**config.mk**
```make
export PLATFORM = sky130hd
export DESIGN_NAME = memoria_navios
export DESIGN_NICKNAME = d
export VERILOG_FILES = /design/src/rtl/memoria_navios.sv
export SDC_FILE = /design/constraint.sdc
export NUM_CORES = 2
export LEC_CHECK = 0
export CAP_MARGIN = 20
export CORE_MARGIN = 2
export CORE_UTILIZATION = 50
export CTS_CLUSTER_SIZE = 12
export DETAILED_ROUTE_END_ITERATION = 6
export MAX_ROUTING_LAYER = met4
export PLACE_DENSITY = 0.69
export SETUP_SLACK_MARGIN = 0.2
export SYNTH_ARGS = -nofsm -noshare
export SYNTH_HDL_FRONTEND = slang
export SYNTH_SLANG_ARGS = --single-unit
```
**constraint.sdc**
```tcl
create_clock -name clk -period 7.88 [get_ports clk]
set_input_delay 1.576 -clock clk [delete_from_list [all_inputs] [get_ports clk]]
set_output_delay 1.576 -clock clk [all_outputs]
set_load 0.02 [all_outputs]
```
**src/rtl/memoria_navios.sv**
```systemverilog
// Two-bank ship-vector store for the Batalha Naval placement validator, with fill counters and a multi-cycle clear.
// Optional build macro MEMORIA_BYPASS_EN forwards an in-flight write to the combinational read port.
module memoria_navios #(
  parameter int NUM_SLOTS = 11,
  parameter int DATA_W    = 64,
  parameter int ADDR_W    = 5,
  parameter int CNT_W     = 4
) (
  input  logic              clk,
  input  logic              rst_n,
  input  logic              wrep1,
  input  logic              wrep2,
  input  logic [ADDR_W-1:0] write_addr,
  input  logic [DATA_W-1:0] vetor,
  input  logic [ADDR_W-1:0] read_addr,
  input  logic              jogador,
  output logic [DATA_W-1:0] vetor_leitura,
  input  logic              limpar,
  output logic              ocupado,
  output logic [CNT_W-1:0]  cont_p1,
  output logic [CNT_W-1:0]  cont_p2,
  output logic              completo_p1,
  output logic              completo_p2,
  output logic              erro_escrita
);

  localparam int                SLOT_W    = $clog2(NUM_SLOTS);
  localparam logic [ADDR_W-1:0] LAST_ADDR = ADDR_W'(NUM_SLOTS - 1);
  localparam logic [CNT_W-1:0]  FULL_CNT  = CNT_W'(NUM_SLOTS);

  localparam logic [0:0] IDLE     = 1'b0;
  localparam logic [0:0] LIMPANDO = 1'b1;

  logic [0:0]           state;
  logic [ADDR_W-1:0]    idx;
  logic [NUM_SLOTS-1:0] valid1, valid2;
  logic [DATA_W-1:0]    mem1 [NUM_SLOTS];
  logic [DATA_W-1:0]    mem2 [NUM_SLOTS];

  logic              wa_in, ra_in, idle_free, acc1, acc2, rejeita;
  logic [SLOT_W-1:0] wa, ra, ci;
  logic [CNT_W-1:0]  inc1, inc2;

  // wrepX is a single-cycle strobe with no back-pressure: a write is taken at
  // the edge only in IDLE with no clear request and an in-range address;
  // anything else is dropped and flagged on erro_escrita the following cycle.
  assign wa_in     = (write_addr <= LAST_ADDR);
  assign ra_in     = (read_addr <= LAST_ADDR);
  assign wa        = write_addr[SLOT_W-1:0];
  assign ra        = read_addr[SLOT_W-1:0];
  assign ci        = idx[SLOT_W-1:0];
  assign idle_free = (state == IDLE) && !limpar;
  assign acc1      = wrep1 && wa_in && idle_free;
  assign acc2      = wrep2 && wa_in && idle_free;
  assign rejeita   = (wrep1 || wrep2) && !(wa_in && idle_free);
  assign inc1      = CNT_W'(!valid1[wa]);
  assign inc2      = CNT_W'(!valid2[wa]);

  assign ocupado     = (state == LIMPANDO);
  assign completo_p1 = (cont_p1 == FULL_CNT);
  assign completo_p2 = (cont_p2 == FULL_CNT);

  always_ff @(posedge clk) begin
    if (!rst_n) begin
      state        <= IDLE;
      idx          <= '0;
      valid1       <= '0;
      valid2       <= '0;
      cont_p1      <= '0;
      cont_p2      <= '0;
      erro_escrita <= 1'b0;
    end else begin
      erro_escrita <= rejeita;
      case (state)
        IDLE: begin
          if (limpar) begin
            // Valid bits drop immediately so the banks read empty while data is zeroed.
            state   <= LIMPANDO;
            idx     <= '0;
            valid1  <= '0;
            valid2  <= '0;
            cont_p1 <= '0;
            cont_p2 <= '0;
          end else begin
            if (acc1) begin
              valid1[wa] <= 1'b1;
              cont_p1    <= cont_p1 + inc1;
            end
            if (acc2) begin
              valid2[wa] <= 1'b1;
              cont_p2    <= cont_p2 + inc2;
            end
          end
        end
        default: begin
          if (idx == LAST_ADDR) begin
            state <= IDLE;
            idx   <= '0;
          end else begin
            idx <= idx + ADDR_W'(1);
          end
        end
      endcase
    end
  end

  // Storage carries no reset; stale contents are hidden by the valid bits.
  always_ff @(posedge clk) begin
    if (state == LIMPANDO) begin
      mem1[ci] <= '0;
      mem2[ci] <= '0;
    end else begin
      if (acc1) mem1[wa] <= vetor;
      if (acc2) mem2[wa] <= vetor;
    end
  end

  always_comb begin
    vetor_leitura = '0;
    if (ra_in && (state == IDLE)) begin
      if (jogador) begin
        if (valid2[ra]) vetor_leitura = mem2[ra];
      end else begin
        if (valid1[ra]) vetor_leitura = mem1[ra];
      end
    end
`ifdef MEMORIA_BYPASS_EN
    if (((acc1 && !jogador) || (acc2 && jogador)) && (read_addr == write_addr))
      vetor_leitura = vetor;
`endif
  end

endmodule

```
## Yosys cells after proc, flatten, opt, wreduce, memory -nomap -nowiden

Memory sizes are Yosys's and may differ from the RTL's.
Index checks and enable logic that the tools add are counted.

| cells by class | value |
|---|---|
| add/sub/neg operators | 3 |
| multiply operators | 0 |
| divide/modulo/power cells | 0 |
| $lt $le $gt $ge | 5 |
| equal/unequal tests | 3 |
| shifts and indexed selects | 0 |
| multiplexer cells | 42 |
| bitwise operators | 3 |
| reductions and logical operators | 21 |

Operator list:

| kind | count |
|---|---|
| $mux W64 | 6 |
| $reduce_or A64 Y1 | 2 |
| $mux W11 | 4 |
| $mux W4 | 6 |
| $or A11 B11 Y11 | 2 |
| $mux W1 | 18 |
| $bmux W1 S4 | 4 |
| $mux W5 | 3 |
| $le A5 B4 Y1 const B | 2 |
| $lt A4 B5 Y1 const B | 2 |
| $logic_and A1 B1 Y1 | 9 |
| $add A4 B1 Y4 | 2 |
| $eq A4 B4 Y1 const B | 2 |
| $reduce_bool A2 Y1 | 3 |
| $add A5 B1 Y5 const B | 1 |
| $eq A5 B4 Y1 const B | 1 |
| $demux W1 S4 | 1 |
| $ge A4 B1 Y1 const B | 1 |
| $logic_not A1 Y1 | 4 |
| $reduce_and A2 Y1 | 2 |
| $logic_or A1 B1 Y1 | 1 |
| $not A1 Y1 | 1 |

| storage, ports and cells | value |
|---|---|
| register bits after elaboration | 37 |
| latch bits | 0 |
| memory bits (writable) | 1408 |
| memory bits (read-only) | 0 |
| input port bits | 80 |
| output and inout bits | 76 |
| word-level logic and storage cells | 86 |
| memories | 2 |

Memories:

| name | depth | width | read ports | clocked after memory_dff | wr ports | line | RTL |
|---|---|---|---|---|---|---|---|
| mem1 | 11 | 64 | 1 | 0 | 1 | 37 | `logic [DATA_W-1:0] mem1 [NUM_SLOTS];` |
| mem2 | 11 | 64 | 1 | 0 | 1 | 38 | `logic [DATA_W-1:0] mem2 [NUM_SLOTS];` |

## Depth between registers and ports, before layout

| logic depth | value |
|---|---|
| word-level depth | 8 |
| gate-level depth with buffers | 11 |
| gate-level depth less buffers | 10 |

## Worst setup path after synthesis

Ideal clock, no wire load.

| timing path | value |
|---|---|
| path type | input-to-reg |
| start point | input port limpar |
| end point | memory mem1[10][0] (enable) |
| library setup time | 0.581 ns |
| arrival | 7.040 ns |
| data required time | 7.299 ns |
| setup slack | 0.259 ns |
| stages | 4 |
| path buffers | 0 |
| cells stage by stage | or3_1 > a21oi_1 > nand2_1 > o31ai_1 |

| on the way | value |
|---|---|
| cells in the longest elaborated chain, start to end | 8 |
| elaborated cells between the ends (all ways) | 9 |
| classes of those cells | 5 x mux; 4 x reduce/logical |

Ends and longest elaborated chain:

| what | line | RTL |
|---|---|---|
| from (decl) | 18 | `input logic limpar,` |
| $logic_not A1 Y1 * | 52 | `assign idle_free = (state == IDLE) && !limpar;` |
| $logic_and A1 B1 Y1 * | 52 |  |
| $logic_and A1 B1 Y1 * | 53 | `assign acc1 = wrep1 && wa_in && idle_free;` |
| $mux W1 * | 113 | `if (acc1) mem1[wa] <= vetor;` |
| $mux W1 * | 109 | `if (state == LIMPANDO) begin` |
| $mux W1 (implied by the code) * | 113 |  |
| $reduce_or A64 Y1 (no line) | -- |  |
| $mux W4 (no line) or $mux W1 (tied branches) | -- |  |
| to (decl) | 37 |  |

Mark *: on every way between the ends. The rest lies on a longest branch, timed or not.

## Worst setup path in the final report

| timing path | value |
|---|---|
| start point | input port read_addr[1] |
| end point | output port vetor_leitura[51] |

| on the way | value |
|---|---|
| cells in the longest elaborated chain, start to end | 5 |
| elaborated cells between the ends (all ways) | 12 |
| classes of those cells | 1 x order compare; 8 x mux; 1 x reduce/logical; 2 x memory |

Ends and longest elaborated chain:

| what | line | RTL |
|---|---|---|
| from (decl) | 15 | `input logic [ADDR_W-1:0] read_addr,` |
| $bmux W1 S4, on equally long branches | 124, 122 |  |
| $mux W1, on equally long branches | 124, 122 |  |
| $mux W64, on equally long branches | 124, 122 |  |
| $mux W64 | 121 | `if (jogador) begin` |
| $mux W64 * | 120 | `if (ra_in && (state == IDLE)) begin` |
| to (decl) | 17 | `output logic [DATA_W-1:0] vetor_leitura,` |

Mark *: on every way between the ends. The rest lies on a longest branch, timed or not. The select of a mux whose other input is x is not followed.

==> impl_metrics.csv <==
group,metric,value,unit
outcome,run_status,"complete, no violations",
clocking,cts.repair.resized,0,
logic_synthesis,fraction_of_the_mapped_netlist_area_in_compound_gates,9.26,%
floorplanning,core_area,116000,um2
logic_synthesis,synth_simple_gate_area_share,4.48,%
logic_synthesis,synth-edff-count,1408,
sta,fin_setup_tns,0,ns
clocking,htree_num_levels,4,
logic_synthesis,yosys.area.top_type_share,72.4,%
routing,wl,145,mm
finish,instances_no_fill,5199,
job,drv.max_cap_violation_count,0,
clocking,postCtsSetupRepairBufs,0,
logic_synthesis,synth_sequential_area_ratio,73.6,%
global_routing,grt_pass1_wl,212,mm
worst_hold_path,hold_path.startpoint,"valid2[3]",
sta,worstMarginPinSlew,1.18,ns
logic_synthesis,synth_common_cells,"sky130_fd_sc_hd__edfxtp_1, sky130_fd_sc_hd__mux2i_1, sky130_fd_sc_hd__nand2_1",
pwr,cellPowerDensity,237,nW/um2
logic_synthesis,synth.largest_area_cell,"sky130_fd_sc_hd__edfxtp_1",
finish,fillCellCount,8695,
logic_synthesis,yosys_register_bits,1445,
floorplanning,initial_utilization,50.4,%
clocking,clock_sinks,1445,
placement,hpwlAfterDp,76.1,mm
routing,antenna_violating_nets_post_route,0,
critical_path,timing.critical_path.required,6.30,ns
placement,buffer_ports.inserted,155,
critical_path,worstReg2RegStart,"ocupado",
finish,multi_input_combinational_cell_area,14200,um2
critical_path,worst-endpoint-arrival,4.85,ns
pwr,p_total,0.0156,W
placement,placement.setup.worst_slack,1.47,ns
floorplanning,overall_die_width,346,um
logic_synthesis,synth_top_family_by_area,"multiplexers",
finish,n_antenna_cell,0,
logic_synthesis,netlist_instances,3437,
clocking,maximum_count_of_clock_buffers_along_a_single_path,3,
sta,period_needed,6.43,ns
global_routing,grt_max_degree,127,
sta,finalCritPeriodShare,81.6,%
critical_path,rr_worst_depth,6,
critical_path,worstSetupEndpointType,"output port",
clocking,cts-buffers-inserted,148,
logic_synthesis,synth_ff_type,"sky130_fd_sc_hd__edfxtp_1",
critical_path,setup.reg_to_reg.worst_slack,3.53,ns
clocking,insertion_delay,0.76,ns
sta,fmax,0.156,GHz
critical_path,r2r_end,"mem1[6][52]",
worst_hold_path,worstHoldPathCells,2,
logic_synthesis,synthesis.area,58400,um2
logic_synthesis,postSynth.asyncResetShare,0,%
finish,layout-drive-gt1-share,10.6,%
sta,hold_viol_final,0,
critical_path,critPathKind,"in -> out",
sta,setup_viol,0,
clocking,clk_root_buffer_cell,"sky130_fd_sc_hd__clkbuf_16",
sta,clock_skew,0.0233,ns
global_routing,first_global_vias,31220,
logic_synthesis,synth_fa_ha_area_share,0.128,%
sta,relSlewSlack,21.5,%
pwr,vdd.ir_drop.worst,0.000191,V
sta,finalMaxSlewViolations,0,
routing,first_pass_iters,6,
floorplanning,chipHeight,346,um
pwr,total_leakage_power,22.4,nW
global_routing,global_route_overflow,0,
placement,gpl.final_weighted_congestion,0.815,
finish,layout.nets,3669,
global_routing,met2_demand_to_capacity_share_in_global_routing,40.1,%
finish,final-seq-area,43000,um2
clocking,cts_tree,"built",
critical_path,worstPathMaxFanout,99,
global_routing,globalRouteMet3Util,3.53,%
sta,rsz0062_at_grt,"false",
worst_hold_path,hold_end,"valid2[3]",
placement,placed_cells_incl_taps,4957,
floorplanning,io_pins,156,
logic_synthesis,synth.mux.area_fraction,9.90,%
clocking,worst_setup_hold_path_clk_slew,0.06,ns
floorplanning,num_rows,125,
logic_synthesis,netlist-cell-type-count,52,
routing,route.vias.total,31915,
logic_synthesis,yosysMostFrequentCell,"sky130_fd_sc_hd__edfxtp_1",
logic_synthesis,yosys_warnings,0,
logic_synthesis,postSynthNetCount,3523,
routing,drc_errors,0,
clocking,cts_hold_buf,0,
routing,first_iter_violations,3177,
logic_synthesis,synth_top_cells_by_area,"sky130_fd_sc_hd__edfxtp_1, sky130_fd_sc_hd__mux2i_1, sky130_fd_sc_hd__mux4_2",
global_routing,met1_usage_in_global_routing,32.7,%
worst_hold_path,timing.hold.worst.class,"reg -> reg",
finish,synth_to_layout_area_growth,12.9,%
global_routing,track_usage,24.8,%
logic_synthesis,synthXorXnorAreaFrac,0.0300,%
routing,routed_wl_per_cell,28.0,um
floorplanning,total_die_area,120000,um2
global_routing,antenna_violations_before_repair,1,
logic_synthesis,syn_area_per_cell,17.0,um2
global_routing,global_route.peak_usage_layer,"met2",
sta,worst_slack,1.45,ns
critical_path,crit_path_start_kind,"input port",
routing,routed_via_density,6.14,
==> layer usage <==
layer  part of all wire (%)  wire, um
met5                      0         0
met4                    3.0      4310
met3                    6.0      8740
met2                     50     72200
met1                     41     60100
==> logic make-up after synthesis <==
kind of cell,count (synthesis)
AND/OR/NAND/NOR,497
AO/OA/AOI/OAI,716
XOR/XNOR,2
flip-flops,1445
buffers and inverters,243
multiplexers,528
adder cells (fa/ha/maj),6
==> layout by cell type (no fill, tap or decap), types with 19 or more instances in the layout <==
| master | instances |
|---|---|
| sky130_fd_sc_hd__clkinv_1 | 22 |
| sky130_fd_sc_hd__and2_1 | 131 |
| sky130_fd_sc_hd__clkdlybuf4s50_1 | 151 |
| sky130_fd_sc_hd__nand2b_1 | 41 |
| sky130_fd_sc_hd__a221oi_1 | 37 |
| sky130_fd_sc_hd__clkbuf_1 | 49 |
| sky130_fd_sc_hd__nand2_1 | 165 |
| sky130_fd_sc_hd__o21ai_0 | 137 |
| sky130_fd_sc_hd__a21oi_1 | 98 |
| sky130_fd_sc_hd__a2111oi_1 | 42 |
| sky130_fd_sc_hd__a22oi_1 | 36 |
| sky130_fd_sc_hd__a211oi_1 | 94 |
| sky130_fd_sc_hd__nor2b_1 | 101 |
| sky130_fd_sc_hd__mux4_2 | 40 |
| sky130_fd_sc_hd__a2111oi_0 | 46 |
| sky130_fd_sc_hd__buf_4 | 49 |
| sky130_fd_sc_hd__nor2_1 | 31 |
| sky130_fd_sc_hd__o22ai_2 | 57 |
| sky130_fd_sc_hd__dfxtp_1 | 37 |
| sky130_fd_sc_hd__mux2i_1 | 488 |
| sky130_fd_sc_hd__buf_12 | 30 |
| sky130_fd_sc_hd__o21ai_4 | 19 |
| sky130_fd_sc_hd__a22o_1 | 92 |
| sky130_fd_sc_hd__clkbuf_16 | 149 |
| sky130_fd_sc_hd__a31oi_1 | 23 |
| sky130_fd_sc_hd__edfxtp_1 | 1408 |
==> critical path, cell delays in order <==
cell	delay (ns)
sky130_fd_sc_hd__buf_8	0.64
sky130_fd_sc_hd__buf_12	0.42
sky130_fd_sc_hd__buf_4	0.27
sky130_fd_sc_hd__mux2i_1	0.10
sky130_fd_sc_hd__a22o_1	0.23
sky130_fd_sc_hd__a2111oi_1	0.41
sky130_fd_sc_hd__a21oi_1	0.17
sky130_fd_sc_hd__o22ai_2	0.23
sky130_fd_sc_hd__clkdlybuf4s50_1	0.64
==> final cells by class <==
| type | count | area share [%] |
|---|---|---|
| Sequential cell | 1445 | 65.2 |
| Multi-Input combinational cell | 1749 | 21.5 |
| Clock buffer | 198 | 5.93 |
| Timing Repair Buffer | 233 | 3.83 |
| Tap cell | 1524 | 2.89 |
| Clock inverter | 44 | 0.561 |
| Inverter | 6 | 0.0341 |
==> stage by stage <==
step / util, % / area [um2] / hold slack (ns)
after floorplan: - / 58400 / 0.435
after global placement: 53.2 / 61700 / 0.462
after detailed placement: 53.2 / 61700 / 0.463
after CTS: 56.9 / 66000 / 0.475
after global routing: 56.9 / 66000 / 0.510
final: 56.9 / 66000 / 0.478
==> worst max path at each step <==
stage	start	end	slack [ns]	cells after the start
final	read_addr[1]	vetor_leitura[51]	1.45	9
after global routing	read_addr[1]	vetor_leitura[62]	1.31	7
after CTS	read_addr[0]	vetor_leitura[5]	1.47	9
after detailed placement	read_addr[0]	vetor_leitura[5]	1.47	9
after global placement	read_addr[0]	vetor_leitura[5]	1.48	9
after floorplan	limpar	mem1[10][0]	0.26	4
==> sequential cells by signal, summed over array words and instances, names as in the netlist <==
name          cells
mem1            704
mem2            704
valid1           11
valid2           11
idx               5
cont_p1           4
cont_p2           4
erro_escrita      1
ocupado           1
==> where the power goes <==
| group | internal [W] | leakage (nW) | switching (W) |
|---|---|---|---|
| clock network | 0.00349 | 2.05 | 0.00284 |
| logic | 0.000292 | 6.49 | 0.000560 |
| registers | 0.00842 | 13.8 | 0.0000146 |
(Power assumes the default switching activity.)
